## src/rtl/alu_exec_seq.sv

```systemverilog
// Sequences one ALU operation: latch request, load TMP, compute, present result with flags.
// Accept to result-valid is three edges; result is held in DONE until downstream ready, no new accept meanwhile.
module alu_exec_seq #(
  parameter int WIDTH = 8
) (
  input  logic             wclk,
  input  logic             wrstn,
  input  logic             wreq_valid,
  output logic             wreq_ready,
  input  logic [2:0]       bops,
  input  logic [WIDTH-1:0] bra,
  input  logic [WIDTH-1:0] brb,
  input  logic             wbus1,
  input  logic             wuse_carry,
  input  logic             wclf,
  output logic [WIDTH-1:0] balu_a,
  output logic [WIDTH-1:0] balu_b,
  output logic             walu_ci,
  output logic [2:0]       balu_op,
  input  logic [WIDTH-1:0] balu_c,
  input  logic             walu_co,
  input  logic             walu_eq,
  input  logic             walu_alo,
  input  logic             walu_z,
  output logic             wres_valid,
  input  logic             wres_ready,
  output logic [WIDTH-1:0] bres,
  output logic             wres_wr,
  output logic [3:0]       bflags
);

  localparam logic [2:0] OP_CMP = 3'd7;

  typedef enum logic [1:0] {
    S_IDLE = 2'd0,
    S_TMP  = 2'd1,
    S_CALC = 2'd2,
    S_DONE = 2'd3
  } state_t;

  state_t           state_q, state_d;
  logic             live_q;
  logic [WIDTH-1:0] a_lat_q, a_lat_d;
  logic [WIDTH-1:0] b_lat_q, b_lat_d;
  logic [2:0]       op_q, op_d;
  logic             uc_q, uc_d;
  logic [WIDTH-1:0] tmp_q, tmp_d;
  logic [WIDTH-1:0] alu_a_q, alu_a_d;
  logic [WIDTH-1:0] acc_q, acc_d;
  logic [3:0]       flags_q, flags_d;
  logic             wr_q, wr_d;
  logic             accept;

  // live_q keeps ready low while reset is asserted and until the first edge after release
  assign wreq_ready = live_q && (state_q == S_IDLE);
  assign accept     = wreq_valid && wreq_ready;
  assign wres_valid = (state_q == S_DONE);
  assign balu_a     = alu_a_q;
  assign balu_b     = tmp_q;
  assign balu_op    = (state_q == S_CALC) ? op_q : 3'd0;
  assign walu_ci    = (state_q == S_CALC) && uc_q && flags_q[3];
  assign bres       = acc_q;
  assign wres_wr    = wr_q;
  assign bflags     = flags_q;

  always_comb begin
    state_d = state_q;
    a_lat_d = a_lat_q;
    b_lat_d = b_lat_q;
    op_d    = op_q;
    uc_d    = uc_q;
    tmp_d   = tmp_q;
    alu_a_d = alu_a_q;
    acc_d   = acc_q;
    flags_d = flags_q;
    wr_d    = wr_q;
    case (state_q)
      S_IDLE: begin
        // Clearing here means an op accepted in the same cycle computes with C=0
        if (wclf) flags_d = 4'b0000;
        if (accept) begin
          a_lat_d = bra;
          b_lat_d = wbus1 ? WIDTH'(1) : brb;
          op_d    = bops;
          uc_d    = wuse_carry;
          state_d = S_TMP;
        end
      end
      S_TMP: begin
        tmp_d   = b_lat_q;
        alu_a_d = a_lat_q;
        state_d = S_CALC;
      end
      S_CALC: begin
        acc_d   = balu_c;
        flags_d = {walu_co, walu_alo, walu_eq, walu_z};
        wr_d    = (op_q != OP_CMP);
        state_d = S_DONE;
      end
      S_DONE: begin
        if (wres_ready) state_d = S_IDLE;
      end
      default: state_d = S_IDLE;
    endcase
  end

  always_ff @(posedge wclk or negedge wrstn) begin
    if (!wrstn) begin
      state_q <= S_IDLE;
      live_q  <= 1'b0;
      a_lat_q <= '0;
      b_lat_q <= '0;
      op_q    <= 3'd0;
      uc_q    <= 1'b0;
      tmp_q   <= '0;
      alu_a_q <= '0;
      acc_q   <= '0;
      flags_q <= 4'b0000;
      wr_q    <= 1'b0;
    end else begin
      state_q <= state_d;
      live_q  <= 1'b1;
      a_lat_q <= a_lat_d;
      b_lat_q <= b_lat_d;
      op_q    <= op_d;
      uc_q    <= uc_d;
      tmp_q   <= tmp_d;
      alu_a_q <= alu_a_d;
      acc_q   <= acc_d;
      flags_q <= flags_d;
      wr_q    <= wr_d;
    end
  end

endmodule

```

## config.mk

```make
export PLATFORM = sky130hd
export DESIGN_NAME = alu_exec_seq
export DESIGN_NICKNAME = d
export VERILOG_FILES = /design/src/rtl/alu_exec_seq.sv
export SDC_FILE = /design/constraint.sdc
export NUM_CORES = 1
export LEC_CHECK = 0
export CAP_MARGIN = 20
export CELL_PAD_IN_SITES_DETAIL_PLACEMENT = 1
export CELL_PAD_IN_SITES_GLOBAL_PLACEMENT = 1
export CORE_MARGIN = 4
export CORE_UTILIZATION = 35
export DETAILED_ROUTE_END_ITERATION = 12
export PLACE_DENSITY_LB_ADDON = 0.3
export SLEW_MARGIN = 20
export SYNTH_ARGS = -nofsm -noshare
export SYNTH_HDL_FRONTEND = slang
export SYNTH_SLANG_ARGS = --single-unit
```

## constraint.sdc

```tcl
create_clock -name wclk -period 4.25 [get_ports wclk]
set_input_delay 0.85 -clock wclk [delete_from_list [all_inputs] [get_ports wclk]]
set_output_delay 0.85 -clock wclk [all_outputs]
set_load 0.05 [all_outputs]
```

After elaboration in Yosys (flattened, before gate mapping):

Index checks and enable logic that the tools add are counted.

* flip-flop bits (word level): 52
* latch bits: 0
* memory bits (writable): 0
* memory bits (read-only): 0
* output and inout bits: 35
* word-level logic and storage cells: 34
* memories kept: 0

* $add $sub $neg: 0
* multiply operators: 0
* div/mod/pow operators: 0
* magnitude comparators: 0
* eq/ne operators: 7
* shift-type cells: 0
* multiplexer cells: 7
* bitwise logic cells: 0
* reduce and logical (&&, ||, !) cells: 9

Operator list (count)
* 8-bit two-way mux: 1
* 2-bit case mux with 4 select lines: 1
* 4-bit case mux with 2 select lines: 1
* 2-bit AND reduction: 3
* 2-bit == test, second input constant: 2
* 1-bit logical AND: 4
* 2-bit two-way mux: 2
* 4-bit two-way mux: 1
* 2-bit inequality test, second input constant: 2
* 3-bit two-way mux: 1
* 3-bit inequality test, second input constant: 1
* 2-bit by 1-bit == test with 1-bit output, second input constant: 1
* 2-bit logical NOT: 1
* 2-bit by 1-bit inequality test with 1-bit output, second input constant: 1
* 2-bit nonzero test: 1

Depth between registers and ports, before layout:

Gate-level depths: netlist of the first run.

* depth in word-level cells: 5
* depth in mapped cells: 6

Least setup slack after synthesis of the first run:

No wires, ideal clock.

* path kind: reg2out
* start: register state_q[0]
* end: output port walu_ci
* arrival: 1515 ps
* data required time: 3400 ps
* setup slack: 1885 ps
* stages on the path, launching flop included: 6
* buffers on the path: 2
* cells stage by stage: dfrtp_1 -> inv_1 -> ha_1 -> clkbuf_1 -> buf_2 -> and3_1

* cells in the longest elaborated chain, start to end: 3

Ends and longest elaborated chain
* start, declared: line 41 `state_t state_q, state_d;`
* start signal, assigned: line 121 `state_q <= state_d;`
* 2-bit == test: line 61 `assign walu_ci = (state_q == S_CALC) && uc_q && flags_q[3];`
* 1-bit logical AND (2 in a row): line 61
* end, declared: line 18 `output logic walu_ci,`

No other way between the ends.

Worst setup path after layout of the first run:

Ends and elaborated chain as after synthesis.

==> results of run 1 <==
state kept, by name, indices dropped and copies added (netlist names):
register  count
b_lat_q       8
bflags        4
state_q       2
wres_wr       1
balu_b        8
a_lat_q       8
op_q          3
uc_q          1
balu_a        8
live_q        1
bres          8
metal layers:
metal	share of wire [%]	routed length, µm	track usage [%]
met1	46	2100	17.49
met3	6.9	314	3.689
met2	46	2084	20.90
met4	1.3	59	4.748
met5	0	0	0
per-stage QoR:
| step | setup slack, ns | util, % | instance area [µm²] |
|---|---|---|---|
| 2_1_floorplan | 1.885 | - | 2100 |
| 3_3_place_gp | 1.322 | 50.71 | 2878 |
| 3_5_place_dp | 1.269 | 50.71 | 2878 |
| 4_1_cts | 0.9328 | 52.40 | 2974 |
| 5_1_grt | 0.8109 | 52.40 | 2974 |
| 6_report | 0.9595 | 52.40 | 2974 |
power groups by stage:
stage,logic (W),clock network [W],registers (W)
finish,0.00133,0.000292,0.000836
global route,0.00140,0.000330,0.000871
CTS,0.00135,0.000306,0.000843
detailed placement,0.00134,0,0.000852
global placement,0.00132,0,0.000841
floorplan,0.000494,0,0.00126
worst min-delay path, cell delays in order (launching register included):
cell     delay (ns)
dfrtp_1        0.35
nand2_1        0.05
o21ai_0        0.06
placed cells by master, fill, tap and decap left out, types with 2 or more instances in the layout:
master,n
inv_1,2
dfrtp_1,52
a22o_1,4
nand2_1,9
clkbuf_8,7
nor2_1,3
ha_1,5
o21ai_0,9
and2_1,5
nand2b_1,8
mux2_2,33
clkdlybuf4s50_1,71
mux2_4,4
worst max path at each step:
stage / slack (ns) / end / startpoint / cells after the start
6_report: 0.96 / walu_ci / state_q[0] / 4
5_1_grt: 0.81 / balu_op[1] / state_q[0] / 4
4_1_cts: 0.93 / balu_op[2] / state_q[0] / 4
3_5_place_dp: 1.27 / balu_op[2] / state_q[0] / 4
3_3_place_gp: 1.32 / walu_ci / state_q[0] / 4
2_1_floorplan: 1.89 / walu_ci / state_q[0] / 5
logic make-up after synthesis:
kind of cell    synth area share [%]
flops                          61.98
mux                            21.04
simple gates                   7.450
compound gates                 4.350
buf+inv                        2.026
fa+ha+maj                      2.980
other cells                   0.1786
final cells by class:
| cell class | count | area share [%] |
|---|---|---|
| repair buffers | 73 | 24.32 |
| clock buffers | 7 | 3.239 |
| inverters | 2 | 0.2524 |
| flip-flops and latches | 52 | 43.75 |
| multi-input cells | 87 | 25.41 |
| well taps | 72 | 3.029 |
Yosys cell counts, types with 2 or more instances:
cell type / count / area share (%)
o21ai_0: 9 / 2.1
nand2_1: 9 / 1.6
mux2_4: 4 / 2.9
and2_1: 5 / 1.5
buf_2: 4 / 0.95
a22o_1: 4 / 1.7
mux2_2: 33 / 18
inv_1: 2 / 0.36
nand2b_1: 8 / 2.4
nor2_1: 3 / 0.54
ha_1: 5 / 3.0
dfrtp_1: 52 / 62
==> impl_metrics.yaml, run 1 <==
outcome:
  status: "finished, final reports clean"
power:
  ir_drop_uv: 334.3
  switching_share_pct: 42.82
  p_per_area_nw_per_um2: 825.7
  total_power_w: 0.002456
  pwr-share-clk_pct: 11.9
  p_seq_share_pct: 34.1
  internal-power_w: 0.001404
  combPwrFrac_pct: 54.1
  switching_power_w: 0.001051
  p_leak_nw: 1.301
sta:
  maxSlewHeadroom_pct: 46.76
  finalSetupTns_ns: 0
  setup_viol: 0
  min_period_ns: 3.290
  rsz0062_at_grt: "no"
  timing.final.max_slew_violations: 0
  worst_pin_slew_ns: 0.7986
  hold_violations: 0
  fmax_mhz: 303.9
  finClkSkew_ns: 0.002864
  hold_slack_ns: 0.4849
  fin_crit_sh_pct: 77.42
clock_network:
  post_cts_buffers: 0
  cts_resized: 0
  cts_root_buf: "clkbuf_8"
  cts.clk_slew.worst_paths_ns: 0.08
  holdBufCountCts: 0
  cts_buffers: 5
  cts.sinks: 52
  ctsHtreeMaxLevel: 2
  clock_path_buffers: 2
  insertion_delay_ns: 0.29
  cts_tree: "done"
routing:
  antenna_left: 0
  firstDrtPassIters: 4
  drc_errors: 0
  drt_iter0_markers: 47
  wl_um: 4558
  wl_per_cell_um: 15.56
  viasPerCell: 4.693
  vias: 1375
layout:
  fin_cells: 293
  fill_cells: 592
  drive_gt1_share_pct: 21.27
  layout.nets: 264
  n_antenna_cell: 0
  area_delta_synth_final_pct: 41.66
  multi_input_area_um2: 755.7
  regArea_um2: 1301
setup_path:
  reg2reg_from: "state_q[0]"
  start_kind: "flop"
  r2r_slack_ns: 2.35
  path_cells: "inv_1 -> ha_1 -> and3_1 -> clkdlybuf4s50_1"
  critPathMaxFanout: 16
  critPathCaptureType: "primary output"
  ff2ff_path_depth: 4
  r2r_end: "bflags[3]"
  cp.buffers_inverters: 2
  worstPathRequired_ns: 3.40
  critPathMaxStageDelay_ns: 0.80
  path_delay_family: "buffers and inverters"
  worstSetupPathType: "flop to primary output"
  slowest_stage: "clkdlybuf4s50_1"
  critPathArrivalTime_ns: 2.44
die:
  start_util_pct: 36.99
  io_pins: 73
  die-area_um2: 7302
  fp.coreArea_um2: 5675
  rows: 27
  dieWidth_um: 85.45
  die_h_um: 85.45
logic_synthesis:
  avgSynthCellArea_um2: 14.28
  yosys_warnings: 0
  synth_nets: 190
  synth.distinct_cells: 21
  synth_area_um2: 2100
  syn_inst: 147
  ys.flop_type: "dfrtp_1"
  async_flop_share_pct: 100.0
  yosysSeqAreaShare_pct: 61.98
  synth-edff-count: 0
  ys_ff_latch: 52
global_routing:
  grt.total_usage_pct: 13.28
  overflow: 0
  grt_max_degree: 53
  antenna_found_initial: 0
  first_global_vias: 1473
  grt_pass1_wl_um: 7548
min_path:
  min_path_cells: 2
  hold_path_class: "flop to flop"
  hp-start: "b_lat_q[2]"
  worstHoldEndpoint: "b_lat_q[2]"
place:
  dpl.hpwl_um: 3385
  io_buffers: 72
  placed_cells: 286
  gp_congestion: 0.7413
flow_run:
  drv_cap: 0
Note: power is estimated with default switching activity, not from simulation.
==> run 2, diff against run 1 <==
clock period = 3.2 ns   (was 4.25 ns; I/O delays follow)
==> run 2 against run 1 <==
Compared with the run above:
- sequential share of layout area shrank 0.22 points
- cell count up 0.68%
- critical endpoint is now balu_op[2]
- highest routed layer unchanged
- worst setup slack lost 0.66 ns
- register-to-register slack lost 0.91 ns
- global-route usage hardly changed
==> impl_metrics.yaml, run 2 (same netlist as run 1, synthesis figures left out) <==
routing:
  vias: 1359
  antenna_left: 0
  drc_errors: 0
  wl_um: 4511
  viasPerCell: 4.607
  wl_per_cell_um: 15.29
  drt_iter0_markers: 19
  firstDrtPassIters: 4
setup_path:
  critPathCaptureType: "primary output"
  critPathMaxFanout: 11
  worstSetupPathType: "flop to primary output"
  critPathArrivalTime_ns: 2.26
  start_kind: "flop"
  worstPathRequired_ns: 2.56
sta:
  setup_viol: 0
  min_period_ns: 2.899
  hold_violations: 0
  hold_slack_ns: 0.4384
  finClkSkew_ns: 0.007784
  fin_ws_ns: 0.3011
  fmax_mhz: 345.0
  maxSlewHeadroom_pct: 44.08
  fin_crit_sh_pct: 90.59
  finalSetupTns_ns: 0
  worst_pin_slew_ns: 0.8389
  rsz0062_at_grt: "no"
  timing.final.max_slew_violations: 0
power:
  p_per_area_nw_per_um2: 1093
  ir_drop_uv: 447.0
  p_seq_share_pct: 33.9
  switching_share_pct: 42.66
  combPwrFrac_pct: 54.1
  internal-power_w: 0.001872
  pwr-share-clk_pct: 12.0
  switching_power_w: 0.001393
  p_leak_nw: 1.311
layout:
  final_cell_mix: "clkdlybuf4s50_1, dfrtp_1, mux2_2, o21ai_0, nand2_1"
  stdcell_area_um2: 2989
  area_delta_synth_final_pct: 42.37
  n_antenna_cell: 0
  final_common_cell: "clkdlybuf4s50_1"
  fill_cells: 584
  layout.nets: 266
  fin_cells: 295
  drive_gt1_share_pct: 21.97
global_routing:
  grt_max_degree: 39
  overflow: 0
  grt_pass1_wl_um: 7521
  grt.total_usage_pct: 13.32
  first_global_vias: 1453
  antenna_found_initial: 0
place:
  dpl.hpwl_um: 3376
  place_area_um2: 2893
  gp_congestion: 0.6902
  placed_cells: 288
  dp_slack_ns: 0.5958
  io_buffers: 72
clock_network:
  ctsHtreeMaxLevel: 2
  post_cts_buffers: 0
  holdBufCountCts: 0
  cts_buffers: 5
  cts.clk_slew.worst_paths_ns: 0.09
  cts_tree: "done"
  cts_root_buf: "clkbuf_8"
  insertion_delay_ns: 0.30
  cts_resized: 0
  cts.sinks: 52
  clock_path_buffers: 2
die:
  die_h_um: 85.45
  rows: 27
  io_pins: 73
  start_util_pct: 36.99
  fp.coreArea_um2: 5675
  dieWidth_um: 85.45
  die-area_um2: 7302
outcome:
  status: "finished, final reports clean"
min_path:
  hold_path_class: "input port to asynchronous set/reset pin"
flow_run:
  drv_cap: 0
==> run 2: cell types whose count changed in the layout (fill, tap and decap cells not counted) <==
cell / delta
buf_4: +2
==> run 2: path summary, 6_finish.rpt <==
path                                 start          to  slack, ns  depth (start not counted)
worst min register to register  b_lat_q[2]  b_lat_q[2]       0.48                          2
max in group asynchronous            wrstn  b_lat_q[7]       2.12                          2
worst max register to register  state_q[0]   bflags[0]       1.44                          5
worst min-delay path                 wrstn     bres[0]       0.44                          1
worst max-delay path            state_q[0]  balu_op[2]       0.30                          4
min in group wclk               b_lat_q[2]  b_lat_q[2]       0.48                          2
==> run 2: worst max-delay path, cell delays in order, from the launching register on <==
cell	delay, ns
dfrtp_1	0.41
inv_1	0.13
ha_1	0.41
and2_1	0.20
clkdlybuf4s50_1	0.82
==> run 2: per-stage QoR <==
stage               utilization [%]  power, W
floorplan                         -  0.002323
global placement              50.97  0.002878
detailed placement            50.97  0.002916
CTS                           52.67  0.003317
global route                  52.67  0.003466
finish                        52.67  0.003266
==> run 2: final cells by class <==
| cell class | count | area (µm²) | area share (%) |
|---|---|---|---|
| inverter | 2 | 7.507 | 0.2512 |
| sequential | 52 | 1301 | 43.53 |
| timing repair buffer | 75 | 738.2 | 24.70 |
| multi-input combinational | 87 | 755.7 | 25.28 |
| clock buffer | 7 | 96.34 | 3.223 |
| tap | 72 | 90.09 | 3.014 |
==> run 2: per-layer routing <==
metal	GRT usage [%]	wire length, µm	up-vias
li1	-	-	646
met1	18.24	2104	657
met2	19.35	1993	51
met3	5.437	376	5
met4	3.885	36	0
met5	0	0	-
==> run 2: power groups by stage <==
stage,clock (W),sequential (W),combinational [W]
after floorplan,0,0.00167,0.000656
after global placement,0,0.00112,0.00176
after detailed placement,0,0.00113,0.00179
after CTS,0.000408,0.00111,0.00179
after global routing,0.000442,0.00116,0.00187
final,0.000393,0.00111,0.00177
==> run 3, diff against run 2 <==
SLEW_MARGIN = 10   (was 20)
==> results of run 3 <==
No change in the layout: final DEF, timing and power equal those of run 2.
